### src/rtl/wb_arb_pkg.sv
// Shared types for the register-file write-port arbiter: FSM states and the
// buffered MDU result entry.
package wb_arb_pkg;

  localparam int WB_DATA_W = 64;
  localparam int WB_ADDR_W = 5;

  typedef enum logic [1:0] {
    IDLE  = 2'd0,
    WAIT  = 2'd1,
    STEAL = 2'd2
  } wb_arb_state_e;

  typedef struct packed {
    logic [WB_ADDR_W-1:0] rd_addr;
    logic [WB_DATA_W-1:0] data;
  } wb_entry_t;

endpackage

### src/rtl/wb_result_fifo.sv
// Small synchronous FIFO of MDU result entries; exposes every slot plus a
// per-slot valid vector so the top can build the pending-destination mask.
module wb_result_fifo
  import wb_arb_pkg::*;
#(
  parameter int DEPTH = 2
) (
  input  logic                      i_clk,
  input  logic                      i_rst,
  input  logic                      i_push,
  input  logic                      i_pop,
  input  wb_entry_t                 i_entry,
  output wb_entry_t                 o_head,
  output wb_entry_t [DEPTH-1:0]     o_entries,
  output logic [DEPTH-1:0]          o_valid,
  output logic [$clog2(DEPTH):0]    o_count,
  output logic                      o_full,
  output logic                      o_empty
);
  localparam int PW = $clog2(DEPTH);

  logic [PW-1:0] wr_ptr_q, wr_ptr_d, rd_ptr_q, rd_ptr_d, off;
  logic [PW:0]   count_q, count_d;
  wb_entry_t [DEPTH-1:0] mem_q, mem_d;

  always_comb begin
    mem_d    = mem_q;
    wr_ptr_d = wr_ptr_q;
    rd_ptr_d = rd_ptr_q;
    count_d  = count_q;
    if (i_push) begin
      mem_d[wr_ptr_q] = i_entry;
      wr_ptr_d        = wr_ptr_q + 1'b1;
    end
    if (i_pop) rd_ptr_d = rd_ptr_q + 1'b1;
    case ({i_push, i_pop})
      2'b10:   count_d = count_q + 1'b1;
      2'b01:   count_d = count_q - 1'b1;
      default: count_d = count_q;
    endcase
  end

  // A slot is live when its distance from the read pointer is below the count.
  always_comb begin
    o_valid = '0;
    off     = '0;
    for (int i = 0; i < DEPTH; i++) begin
      off        = PW'(i) - rd_ptr_q;
      o_valid[i] = ({1'b0, off} < count_q);
    end
  end

  always_ff @(posedge i_clk) begin
    if (i_rst) begin
      wr_ptr_q <= '0;
      rd_ptr_q <= '0;
      count_q  <= '0;
    end else begin
      wr_ptr_q <= wr_ptr_d;
      rd_ptr_q <= rd_ptr_d;
      count_q  <= count_d;
    end
  end

  always_ff @(posedge i_clk) mem_q <= mem_d;

  assign o_head    = mem_q[rd_ptr_q];
  assign o_entries = mem_q;
  assign o_count   = count_q;
  assign o_full    = (count_q == (PW+1)'(DEPTH));
  assign o_empty   = (count_q == '0);

endmodule

### src/rtl/wb_port_arbiter.sv
// Register-file write-port arbiter: pipeline first, MDU bypass/buffer/steal.
// Optional WB_ARB_STATS_EN enables the steal and MDU-write statistics counters.
//
// state | meaning
// IDLE  | result FIFO empty
// WAIT  | buffered MDU results waiting for a free write slot
// STEAL | one-cycle pipeline stall, FIFO head owns the port
module wb_port_arbiter
  import wb_arb_pkg::*;
#(
  parameter int DATA_WIDTH   = WB_DATA_W,
  parameter int REG_ADDR_W   = WB_ADDR_W,
  parameter int FIFO_DEPTH   = 2,
  parameter int STARVE_LIMIT = 4
) (
  input  logic                     i_clk,
  input  logic                     i_rst,
  input  logic                     i_pipe_we,
  input  logic [REG_ADDR_W-1:0]    i_pipe_rd_addr,
  input  logic [DATA_WIDTH-1:0]    i_pipe_result,
  input  logic                     i_mdu_valid,
  input  logic [REG_ADDR_W-1:0]    i_mdu_rd_addr,
  input  logic [DATA_WIDTH-1:0]    i_mdu_result,
  output logic                     o_mdu_ready,
  output logic                     o_stall_pipe,
  output logic                     o_rf_we,
  output logic [REG_ADDR_W-1:0]    o_rf_rd_addr,
  output logic [DATA_WIDTH-1:0]    o_rf_data,
  output logic [2**REG_ADDR_W-1:0] o_pending_mask,
  output logic [15:0]              o_steal_cnt,
  output logic [15:0]              o_mdu_wr_cnt
);
  localparam int CNT_W = $clog2(FIFO_DEPTH) + 1;
  localparam int SW    = $clog2(STARVE_LIMIT + 1);

  wb_arb_state_e state_q, state_d;
  logic [SW-1:0] starve_left_q, starve_left_d;
  logic steal, pipe_act, free_slot, deq, enq, bypass, mdu_ready;
  logic [CNT_W-1:0] count_after;
  logic [REG_ADDR_W-1:0] rf_addr;
  logic [DATA_WIDTH-1:0] rf_data;
  logic [2**REG_ADDR_W-1:0] mask;

  wb_entry_t head;
  wb_entry_t [FIFO_DEPTH-1:0] entries;
  logic [FIFO_DEPTH-1:0] ent_valid;
  logic [CNT_W-1:0] fifo_count;
  logic fifo_full, fifo_empty;

  wb_result_fifo #(.DEPTH(FIFO_DEPTH)) u_fifo (
    .i_clk     (i_clk),
    .i_rst     (i_rst),
    .i_push    (enq),
    .i_pop     (deq),
    .i_entry   ('{rd_addr: i_mdu_rd_addr, data: i_mdu_result}),
    .o_head    (head),
    .o_entries (entries),
    .o_valid   (ent_valid),
    .o_count   (fifo_count),
    .o_full    (fifo_full),
    .o_empty   (fifo_empty)
  );

  always_comb begin
    steal     = (state_q == STEAL);
    pipe_act  = i_pipe_we && (i_pipe_rd_addr != '0) && !steal;
    free_slot = !steal && !pipe_act;
    deq       = !fifo_empty && (steal || free_slot);
    mdu_ready = !fifo_full;
    bypass    = free_slot && fifo_empty && i_mdu_valid && (i_mdu_rd_addr != '0);
    enq       = i_mdu_valid && mdu_ready && (i_mdu_rd_addr != '0) && !bypass;
    count_after = fifo_count + CNT_W'(enq) - CNT_W'(deq);

    // Down-counter of occupied-slot cycles left before the head may steal.
    if (deq || count_after == '0)                   starve_left_d = SW'(STARVE_LIMIT);
    else if (pipe_act && starve_left_q != '0)       starve_left_d = starve_left_q - 1'b1;
    else                                            starve_left_d = starve_left_q;

    if (count_after == '0)                             state_d = IDLE;
    else if (pipe_act && starve_left_d == '0)          state_d = STEAL;
    else                                               state_d = WAIT;

    rf_addr = i_pipe_rd_addr;
    rf_data = i_pipe_result;
    if (deq) begin
      rf_addr = head.rd_addr;
      rf_data = head.data;
    end else if (bypass) begin
      rf_addr = i_mdu_rd_addr;
      rf_data = i_mdu_result;
    end

    mask = '0;
    for (int i = 0; i < FIFO_DEPTH; i++)
      if (ent_valid[i]) mask[entries[i].rd_addr] = 1'b1;
  end

  always_ff @(posedge i_clk) begin
    if (i_rst) begin
      state_q       <= IDLE;
      starve_left_q <= SW'(STARVE_LIMIT);
    end else begin
      state_q       <= state_d;
      starve_left_q <= starve_left_d;
    end
  end

  assign o_rf_we        = (pipe_act || deq || bypass) && !i_rst;
  assign o_rf_rd_addr   = rf_addr;
  assign o_rf_data      = rf_data;
  assign o_stall_pipe   = steal && !i_rst;
  assign o_mdu_ready    = mdu_ready && !i_rst;
  assign o_pending_mask = i_rst ? '0 : mask;

`ifdef WB_ARB_STATS_EN
  logic [15:0] steal_cnt_q, steal_cnt_d, mdu_wr_cnt_q, mdu_wr_cnt_d;

  always_comb begin
    steal_cnt_d  = steal_cnt_q + 16'(steal);
    mdu_wr_cnt_d = mdu_wr_cnt_q + 16'(deq || bypass);
  end

  always_ff @(posedge i_clk) begin
    if (i_rst) begin
      steal_cnt_q  <= '0;
      mdu_wr_cnt_q <= '0;
    end else begin
      steal_cnt_q  <= steal_cnt_d;
      mdu_wr_cnt_q <= mdu_wr_cnt_d;
    end
  end

  assign o_steal_cnt  = steal_cnt_q;
  assign o_mdu_wr_cnt = mdu_wr_cnt_q;
`else
  assign o_steal_cnt  = '0;
  assign o_mdu_wr_cnt = '0;
`endif

endmodule
### config.mk
export PLATFORM = sky130hd
export DESIGN_NAME = wb_port_arbiter
export DESIGN_NICKNAME = d
export VERILOG_FILES = /design/src/rtl/wb_arb_pkg.sv /design/src/rtl/wb_result_fifo.sv /design/src/rtl/wb_port_arbiter.sv
export SDC_FILE = /design/constraint.sdc
export NUM_CORES = 1
export LEC_CHECK = 0
export CORE_MARGIN = 2
export CORE_UTILIZATION = 35
export DETAILED_ROUTE_END_ITERATION = 8
export MAX_ROUTING_LAYER = met4
export PLACE_DENSITY = 0.69
export SYNTH_ARGS = -nofsm -noshare
export SYNTH_HDL_FRONTEND = slang
export SYNTH_SLANG_ARGS = --single-unit
### constraint.sdc
create_clock -name i_clk -period 6.9 [get_ports i_clk]
set_input_delay 1.38 -clock i_clk [delete_from_list [all_inputs] [get_ports i_clk]]
set_output_delay 1.38 -clock i_clk [all_outputs]
set_load 0.05 [all_outputs]
==> flow_summary_export.csv, run 1 <==
group,metric,value,unit
critical_path,cp_top_family,"buffers and inverters",
power_and_ir_drop,leakage,3.61,nW
synth,ys_seq_area_share,51.1,%
grt,use_met3,4.22,%
clocking,root_buffer,"clkbuf_16",
grt,grt_overflow,0,
clocking,cts_max_level,4,
critical_path,crit_top_cell,"clkdlybuf4s50_1",
sta,min_period_over_period,89.3,%
critical_path,end_kind,"primary output",
finish,fin_nets,1050,
sta,maxSlewHeadroom,21.1,%
power_and_ir_drop,p_int,2.39,mW
grt,grt_max_degree,78,
critical_path,slowest_stage,"clkdlybuf4s50_1",
power_and_ir_drop,switching_share,43.4,%
synth,synth_top_area_share,49.0,%
placed_design,gp_congestion,0.806,
grt,grt_pass1_vias,6855,
critical_path,crit_fanout,72,
power_and_ir_drop,switching_power,1.84,mW
critical_path,r2r_start,"u_fifo.o_count[1]",
grt,antenna_found_initial,0,
clocking,cts_tree,"yes",
floorplan,ios,278,
finish,fin_cells,1234,
grt,grt_util_met1,23.2,%
finish,drive_above_1_share,12.5,%
detailed_routing,remaining_drc_errors,0,
sta,clock.fmax,162,MHz
power_and_ir_drop,seqPwrFrac,29.1,%
sta,hold_viol,0,
sta,fin_crit,6.16,ns
critical_path,r2r_setup_slack,3.51,ns
clocking,post_cts_buffers,0,
critical_path,reg2regPathDepth,11,
critical_path,critical_path_class,"in2out",
critical_path,worstReg2RegEnd,"starve_left_q[0]",
power_and_ir_drop,p_clk_share,21.5,%
critical_path,start_kind,"input pin",
placed_design,placed_cell_area,0.0110,mm2
grt,grt_pass1_wl,36.9,mm
power_and_ir_drop,ir_drop,0.217,mV
power_and_ir_drop,powerDensity,366,mW/mm2
clocking,cts_inserted_buffers,17,
critical_path,worstPathArrival,4.78,ns
detailed_routing,wire_per_inst,18.9,um
clocking,clk_path_buf_depth,2,
floorplan,dieArea,0.0254,mm2
detailed_routing,routed_wl,23.4,mm
clocking,clk_latency,0.42,ns
critical_path,cp_num_cells,7,
critical_path,path_buf_inv,3,
min_path,hold_class,"reg2reg",
flow_run,drv_cap,0,
sta,setup-violations-final,0,
finish,area_delta_synth_final,36.7,%
synth,ys.flop_type,"edfxtp_1",
synth,syn_area,0.00846,mm2
floorplan,initial_core_util,35.8,%
detailed_routing,vias_per_cell,5.45,
detailed_routing,drtIter0Drc,549,
critical_path,cpPeakStageDelay,0.85,ns
clocking,clk_pin_slew,0.06,ns
sta,fin_skew,0.0116,ns
sta,setup_tns,0,ns
detailed_routing,drtPass1Iterations,8,
synth,synthTopCellsByArea,"edfxtp_1, o221ai_2, mux2i_1",
sta,holdWs,0.509,ns
synth,netlist_instances,705,
critical_path,required,5.52,ns
critical_path,cp-endpoint,"o_rf_we",
finish,fin_area,0.0116,mm2
grt,met2_usage,30.6,%
placed_design,dp_cells,1203,
clocking,post_cts_resized,0,
synth,synth.distinct_cells,47,
clocking,holdBufCountCts,0,
placed_design,io_buffers,245,
synth,synth_edf_count,138,
synth,yosys_warnings,0,
grt,busiest_layer,"met2",
floorplan,die_w,160,um
sta,rsz0062_at_grt,"no",
detailed_routing,ant_nets,0,
placed_design,dpl.hpwl,14.9,mm
critical_path,timing.critical_path.from,"i_pipe_rd_addr[4]",
synth,syn_area_per_cell,12.0,um2
sta,slew_viol_final,0,
floorplan,row_count,56,
synth,yosys.area.top_type,"edfxtp_1",
detailed_routing,num_vias,6722,
synth,async_flop_share,0,%
floorplan,die_y,160,um
sta,tightest_slew,1.18,ns
floorplan,core-area,0.0236,mm2
finish,antenna_cells,0,
critical_path,cp_cell_sequence,"clkdlybuf4s50_1 -> nor3_2 -> a21o_2 -> buf_4 -> nand3_1 -> a21oi_1 -> clkdlybuf4s50_1",
clocking,cts_sinks,147,
grt,grt_usage,18.6,%
finish,fin_util,49.0,%
outcome,status,"complete, no violations",
power_and_ir_drop,combPwrFrac,49.4,%
finish,fillCellCount,2135,
synth,synth_seq_cells,147,
worst reg2reg max path, delay by kind of cell, from the launching register on:
kind	cells	cell delay (ns)
fa+ha+maj	2	0.49
flops	1	0.44
compound gates	1	0.34
xor+xnor	2	0.26
simple gates	3	0.94
buf+inv	3	0.80
layout make-up:
type	count	area, um2	area share, %
clock buffer	18	429	3.71
clock inverter	13	149	1.29
timing repair buffer	257	2570	22.2
inverter	11	41.3	0.357
multi-input combinational	469	3650	31.6
tap	319	399	3.45
sequential	147	4330	37.4
cell usage in the layout, fill, tap and decap left out, types with 10 or more instances in the layout:
cell             instances
o21ai_0                 67
o221ai_2                60
a22oi_1                 32
a21oi_1                 10
clkbuf_16               17
edfxtp_1               138
nand4_1                 64
inv_1                   11
buf_4                   10
conb_1                  32
nor2_1                  38
clkdlybuf4s50_1        245
mux2i_1                 70
nor3_1                  13
cell families (layout without fill, tap and decap cells):
logic type | after synthesis | in the layout | share of synthesized area (%)
compound gates | 196 | 196 | 20.8
simple gates | 162 | 162 | 11.0
flops | 147 | 147 | 51.1
buf+inv | 120 | 299 | 7.70
mux | 70 | 70 | 8.28
fa+ha+maj | 5 | 5 | 0.739
xor+xnor | 4 | 4 | 0.414
other cells | 1 | 32 | 0.0443
synth_stat cells, types with 2 or more instances:
master	n
or2_1	2
xnor2_1	3
nor3b_1	9
dfxtp_1	9
buf_2	23
o41ai_1	2
or3_1	2
clkbuf_1	36
nand2_1	4
or4_1	2
a211oi_1	4
nand4_1	64
a311o_1	5
o21ai_0	67
and3_1	8
buf_6	7
a22oi_1	32
nor2_1	39
nor3_1	13
o221ai_1	4
buf_4	32
a211oi_2	2
a21o_1	3
buf_1	11
edfxtp_1	138
nand3_1	3
ha_1	5
and4_1	2
nor2b_1	2
nand4b_1	2
mux2i_1	70
a21oi_1	11
nand2b_1	2
inv_1	11
o221ai_2	60
and3b_1	5
metal layers:
| metal | up-vias | part of all wire [%] |
|---|---|---|
| met5 | - | 0 |
| met1 | 3214 | 44 |
| met4 | 0 | 1.2 |
| met2 | 305 | 49 |
| li1 | 3180 | - |
| met3 | 23 | 6.5 |
metrics by stage:
stage / power [mW] / setup slack [ns]
final: 4.23 / 0.739
after global placement: 3.34 / 0.765
after detailed placement: 3.35 / 0.751
after floorplan: 2.74 / 0.879
after CTS: 4.27 / 0.740
after global routing: 4.43 / 0.557
worst min path at each step:
stage,from,to,slack (ns),depth (start not counted)
2_1_floorplan,starve_left_q[1],starve_left_q[1],0.46,2
3_3_place_gp,starve_left_q[1],starve_left_q[1],0.48,2
3_5_place_dp,starve_left_q[1],starve_left_q[1],0.50,2
4_1_cts,starve_left_q[1],starve_left_q[1],0.51,2
5_1_grt,starve_left_q[1],starve_left_q[1],0.55,2
6_report,starve_left_q[1],starve_left_q[1],0.51,2
sequential cells by signal (all words and copies together), names as in the netlist:
register	flops
starve_left_q	3
state_q	2
u_fifo.o_count	2
u_fifo.o_entries	138
u_fifo.rd_ptr_q	1
u_fifo.wr_ptr_q	1
power by group through the flow:
stage               clock [mW]  sequential [mW]  combinational [mW]
floorplan                    0             1.21                1.53
global placement             0             1.24                2.09
detailed placement           0             1.25                2.10
CTS                      0.932             1.23                2.11
global route             0.974             1.25                2.21
finish                   0.909             1.23                2.09
Note: power is estimated with default switching activity, not from simulation.
==> run 2: changes to the inputs <==
--- a/config.mk
+++ b/config.mk
@@ -5,10 +5,10 @@
 export SDC_FILE = /design/constraint.sdc
 export NUM_CORES = 1
 export LEC_CHECK = 0
-export CORE_MARGIN = 2
+export CORE_MARGIN = 10
 export CORE_UTILIZATION = 35
+export CTS_CLUSTER_SIZE = 28
 export DETAILED_ROUTE_END_ITERATION = 8
-export MAX_ROUTING_LAYER = met4
 export PLACE_DENSITY = 0.69
 export SYNTH_ARGS = -nofsm -noshare
 export SYNTH_HDL_FRONTEND = slang
==> flow_summary_export.csv, run 2 (synthesis gave the netlist of run 1 again) <==
group,metric,value,unit
floorplan,die_w,176,um
floorplan,initial_core_util,35.8,%
sta,slew_viol_final,0,
placed_design,gp_congestion,0.765,
power_and_ir_drop,powerDensity,365,mW/mm2
finish,fin_util,49.1,%
finish,fin_area,0.0116,mm2
placed_design,dpl.hpwl,17.6,mm
detailed_routing,routed_wl,25.7,mm
critical_path,crit_fanout,39,
min_path,hold_class,"reg2reg",
critical_path,end_kind,"primary output",
detailed_routing,num_vias,6800,
critical_path,worstPathArrival,4.58,ns
clocking,post_cts_buffers,0,
clocking,clk_latency,0.43,ns
finish,final_common_cell,"clkdlybuf4s50_1",
clocking,post_cts_resized,0,
outcome,status,"complete, no violations",
sta,fin_crit,5.96,ns
clocking,root_buffer,"clkbuf_16",
clocking,clk_path_buf_depth,2,
power_and_ir_drop,ir_drop,0.172,mV
floorplan,dieArea,0.0308,mm2
finish,largest_reg_flops,138,
finish,fin_nets,1053,
finish,final_cell_mix,"clkdlybuf4s50_1, edfxtp_1, mux2i_1, o21ai_0, nand4_1",
clocking,cts_tree,"yes",
detailed_routing,wire_per_inst,20.8,um
sta,min_period_over_period,86.3,%
sta,tightest_slew,1.23,ns
grt,grt_pass1_wl,40.5,mm
clocking,holdBufCountCts,0,
finish,area_delta_synth_final,36.9,%
clocking,cts_max_level,4,
grt,grt_max_degree,78,
sta,hold_viol,0,
floorplan,die_y,176,um
detailed_routing,drtPass1Iterations,5,
clocking,cts_sinks,147,
critical_path,start_kind,"input pin",
detailed_routing,vias_per_cell,5.49,
power_and_ir_drop,finalPower,4.23,mW
clocking,cts_inserted_buffers,17,
placed_design,io_buffers,245,
grt,antenna_found_initial,0,
power_and_ir_drop,leakage,3.63,nW
floorplan,row_count,56,
finish,drive_above_1_share,12.7,%
sta,maxSlewHeadroom,18.0,%
detailed_routing,ant_nets,0,
sta,rsz0062_at_grt,"no",
placed_design,placed_cell_area,0.0110,mm2
detailed_routing,remaining_drc_errors,0,
floorplan,core-area,0.0236,mm2
finish,antenna_cells,0,
grt,grt_pass1_vias,7111,
clocking,clk_pin_slew,0.06,ns
floorplan,ios,278,
grt,grt_overflow,0,
critical_path,critical_path_class,"in2out",
sta,clock.fmax,168,MHz
detailed_routing,drtIter0Drc,428,
critical_path,required,5.52,ns
flow_run,drv_cap,0,
sta,setup_tns,0,ns
grt,grt_usage,16.3,%
sta,setup-violations-final,0,
sta,fin_skew,0.00971,ns
[run 2: changes by cell type in the layout (fill, tap and decap cells not counted)]
cell / change
inv_8: +5
clkinv_2: -1
inv_6: -1
buf_12: +1
bufinv_16: -2
clkinv_1: +1
clkinv_8: +1
clkinvlp_4: -2
buf_4: +2
[run 2: path summary, 6_finish.rpt]
path,from,end,slack (ns),depth (start not counted)
min,starve_left_q[1],starve_left_q[1],0.50,2
min reg2reg,starve_left_q[1],starve_left_q[1],0.50,2
max,i_pipe_rd_addr[0],o_rf_data[37],0.94,8
max reg2reg,u_fifo.o_count[1],starve_left_q[0],3.44,11
[run 2: per-layer routing]
metal	vias to the layer above	track usage, %	share of wire (%)
met5	-	0	0
met1	3323	19.7	42
met2	259	26.9	48
met4	0	4.45	1.1
met3	22	5.66	8.7
li1	3196	-	-
[run 2: final cells by class]
type / count / area (um2)
fillers: 2157 / 12000
flip-flops and latches: 147 / 4330
multi-input cells: 469 / 3650
repair buffers: 260 / 2600
clock buffers: 18 / 429
well taps: 319 / 399
clock inverters: 14 / 136
inverters: 11 / 41.3
[run 2: worst max-delay path: stages]
cell             delay, ns
clkdlybuf4s50_1       0.49
nor3_2                0.41
a21o_2                0.21
buf_4                 0.38
buf_4                 0.48
nand4_1               0.22
o221ai_2              0.11
clkdlybuf4s50_1       0.84
[run 2: per-stage QoR]
| step | instances | hold slack, ns | worst slack (ns) |
|---|---|---|---|
| after global placement | 1206 | 0.481 | 1.06 |
| after detailed placement | 1206 | 0.481 | 0.970 |
| after floorplan | 736 | 0.461 | 0.879 |
| after global routing | 1238 | 0.507 | 0.806 |
| after CTS | 1238 | 0.492 | 0.952 |
| final | 1238 | 0.496 | 0.943 |
[run 2: report_power, final]
group          internal, mW  total, mW  switching, mW
Combinational         0.718       2.12           1.40
Clock                 0.479      0.886          0.406
Sequential             1.14       1.23         0.0841
Total                  2.34       4.23           1.89
==> run 3: changes to the inputs <==
--- a/config.mk
+++ b/config.mk
@@ -7,9 +7,11 @@
 export LEC_CHECK = 0
 export CORE_MARGIN = 10
 export CORE_UTILIZATION = 35
+export CTS_CLUSTER_DIAMETER = 150
 export CTS_CLUSTER_SIZE = 28
 export DETAILED_ROUTE_END_ITERATION = 8
-export PLACE_DENSITY = 0.69
+export HOLD_SLACK_MARGIN = 0.08
+export PLACE_DENSITY = 0.67
 export SYNTH_ARGS = -nofsm -noshare
 export SYNTH_HDL_FRONTEND = slang
 export SYNTH_SLANG_ARGS = --single-unit
==> constraint.sdc (replaced) <==
create_clock -name i_clk -period 5.99 [get_ports i_clk]
set_input_delay 1.198 -clock i_clk [delete_from_list [all_inputs] [get_ports i_clk]]
set_output_delay 1.198 -clock i_clk [all_outputs]
set_load 0.05 [all_outputs]
==> flow_summary_export.csv, run 3 (synthesis gave the netlist of run 1 again) <==
group,metric,value,unit
floorplan,initial_core_util,35.8,%
min_path,hold_class,"reg2reg",
critical_path,critical_path_class,"in2out",
detailed_routing,routed_wl,26.1,mm
placed_design,gp_congestion,0.769,
detailed_routing,num_vias,6800,
sta,tightest_slew,1.14,ns
finish,final_cell_mix,"clkdlybuf4s50_1, edfxtp_1, mux2i_1, o21ai_0, nand4_1",
clocking,cts_tree,"yes",
detailed_routing,ant_nets,0,
power_and_ir_drop,powerDensity,431,mW/mm2
clocking,post_cts_buffers,0,
grt,grt_pass1_wl,40.4,mm
clocking,cts_max_level,4,
clocking,clk_path_buf_depth,2,
placed_design,io_buffers,245,
clocking,clk_pin_slew,0.06,ns
floorplan,dieArea,0.0308,mm2
clocking,holdBufCountCts,0,
floorplan,die_w,176,um
clocking,cts_sinks,147,
finish,fin_area,0.0119,mm2
sta,maxSlewHeadroom,23.7,%
finish,antenna_cells,0,
grt,grt_max_degree,75,
placed_design,dpl.hpwl,17.8,mm
clocking,clk_latency,0.43,ns
critical_path,worstPathArrival,4.20,ns
critical_path,crit_fanout,34,
critical_path,end_kind,"primary output",
floorplan,die_y,176,um
power_and_ir_drop,leakage,3.87,nW
floorplan,row_count,56,
sta,hold_viol,0,
grt,antenna_found_initial,1,
detailed_routing,drtIter0Drc,591,
sta,setup-violations-final,0,
floorplan,ios,278,
finish,area_delta_synth_final,40.3,%
critical_path,crit_top_cell,"clkdlybuf4s50_1",
detailed_routing,vias_per_cell,5.49,
sta,slew_viol_final,0,
placed_design,placed_cell_area,0.0113,mm2
detailed_routing,wire_per_inst,21.1,um
power_and_ir_drop,ir_drop,0.267,mV
clocking,post_cts_resized,0,
critical_path,slowest_stage,"clkdlybuf4s50_1",
grt,grt_pass1_vias,6883,
flow_run,drv_cap,0,
critical_path,cpPeakStageDelay,0.86,ns
critical_path,cp_cell_sequence,"clkdlybuf4s50_1 -> nor3_2 -> a21o_2 -> buf_4 -> nand3_1 -> a21oi_1 -> clkdlybuf4s50_1",
finish,final_common_cell,"clkdlybuf4s50_1",
clocking,cts_inserted_buffers,17,
critical_path,required,4.79,ns
sta,clock.fmax,185,MHz
finish,largest_reg_flops,138,
sta,fin_skew,0.00940,ns
clocking,root_buffer,"clkbuf_16",
finish,fillCellCount,2079,
critical_path,start_kind,"input pin",
sta,setup_tns,0,ns
floorplan,core-area,0.0236,mm2
finish,drive_above_1_share,20.3,%
sta,fin_crit,5.40,ns
grt,grt_overflow,0,
grt,grt_usage,16.3,%
sta,min_period_over_period,90.2,%
detailed_routing,drtPass1Iterations,5,
outcome,status,"complete, no violations",
sta,rsz0062_at_grt,"no",
finish,fin_nets,1053,
detailed_routing,remaining_drc_errors,0,
==> run 3: cell count changes in the layout (fill, tap and decap cells not counted), sizes merged <==
| cell | before | now |
|---|---|---|
| buf | 15 | 84 |
| clkbuf | 18 | 17 |
| clkdlybuf4s50 | 245 | 176 |
| clkinv | 4 | 7 |
| clkinvlp | 1 | 0 |
| inv | 20 | 19 |
==> run 3: worst paths after layout <==
kind,from,end,slack (ns),cells past startpoint
worst min-delay path,starve_left_q[1],starve_left_q[1],0.51,2
worst max-delay path,i_pipe_rd_addr[4],o_rf_we,0.59,7
worst min register to register,starve_left_q[1],starve_left_q[1],0.51,2
worst max register to register,state_q[1],u_fifo.o_entries[136],2.82,4
==> run 3: power by group <==
| part | switching [mW] | total, mW | internal [mW] |
|---|---|---|---|
| clock | 0.470 | 1.02 | 0.551 |
| combinational | 1.66 | 2.66 | 1.00 |
| sequential | 0.112 | 1.43 | 1.32 |
==> run 3: metal layers <==
metal | global-route usage, % | up-vias | wire, um
met5 | 0 | - | 13
li1 | - | 3189 | -
met1 | 21.0 | 3300 | 11600
met3 | 5.62 | 27 | 2130
met2 | 25.8 | 282 | 12100
met4 | 3.99 | 2 | 277
==> run 3: worst max-delay path: cells and delay by family <==
family,cells,cell delay [ns]
buf+inv,3,1.67
compound gates,2,0.54
simple gates,2,0.78
==> run 3: area by class of cell <==
| class | count | area, um2 | area share (%) |
|---|---|---|---|
| repair buffers | 260 | 2880 | 24.3 |
| inverters | 11 | 41.3 | 0.348 |
| flip-flops and latches | 147 | 4330 | 36.5 |
| multi-input cells | 469 | 3650 | 30.8 |
| clock inverters | 15 | 143 | 1.20 |
| clock buffers | 17 | 425 | 3.58 |
| well taps | 319 | 399 | 3.36 |
==> run 3: through the flow <==
| stage | total power [mW] | util (%) | setup slack, ns | std cells | hold slack [ns] |
|---|---|---|---|---|---|
| after floorplan | 3.16 | - | 0.151 | 736 | 0.461 |
| after global placement | 4.11 | 47.9 | 0.691 | 1206 | 0.494 |
| after detailed placement | 4.14 | 47.9 | 0.673 | 1206 | 0.499 |
| after CTS | 5.17 | 50.3 | 0.648 | 1238 | 0.517 |
| after global routing | 5.36 | 50.3 | 0.479 | 1238 | 0.558 |
| final | 5.12 | 50.3 | 0.588 | 1238 | 0.514 |
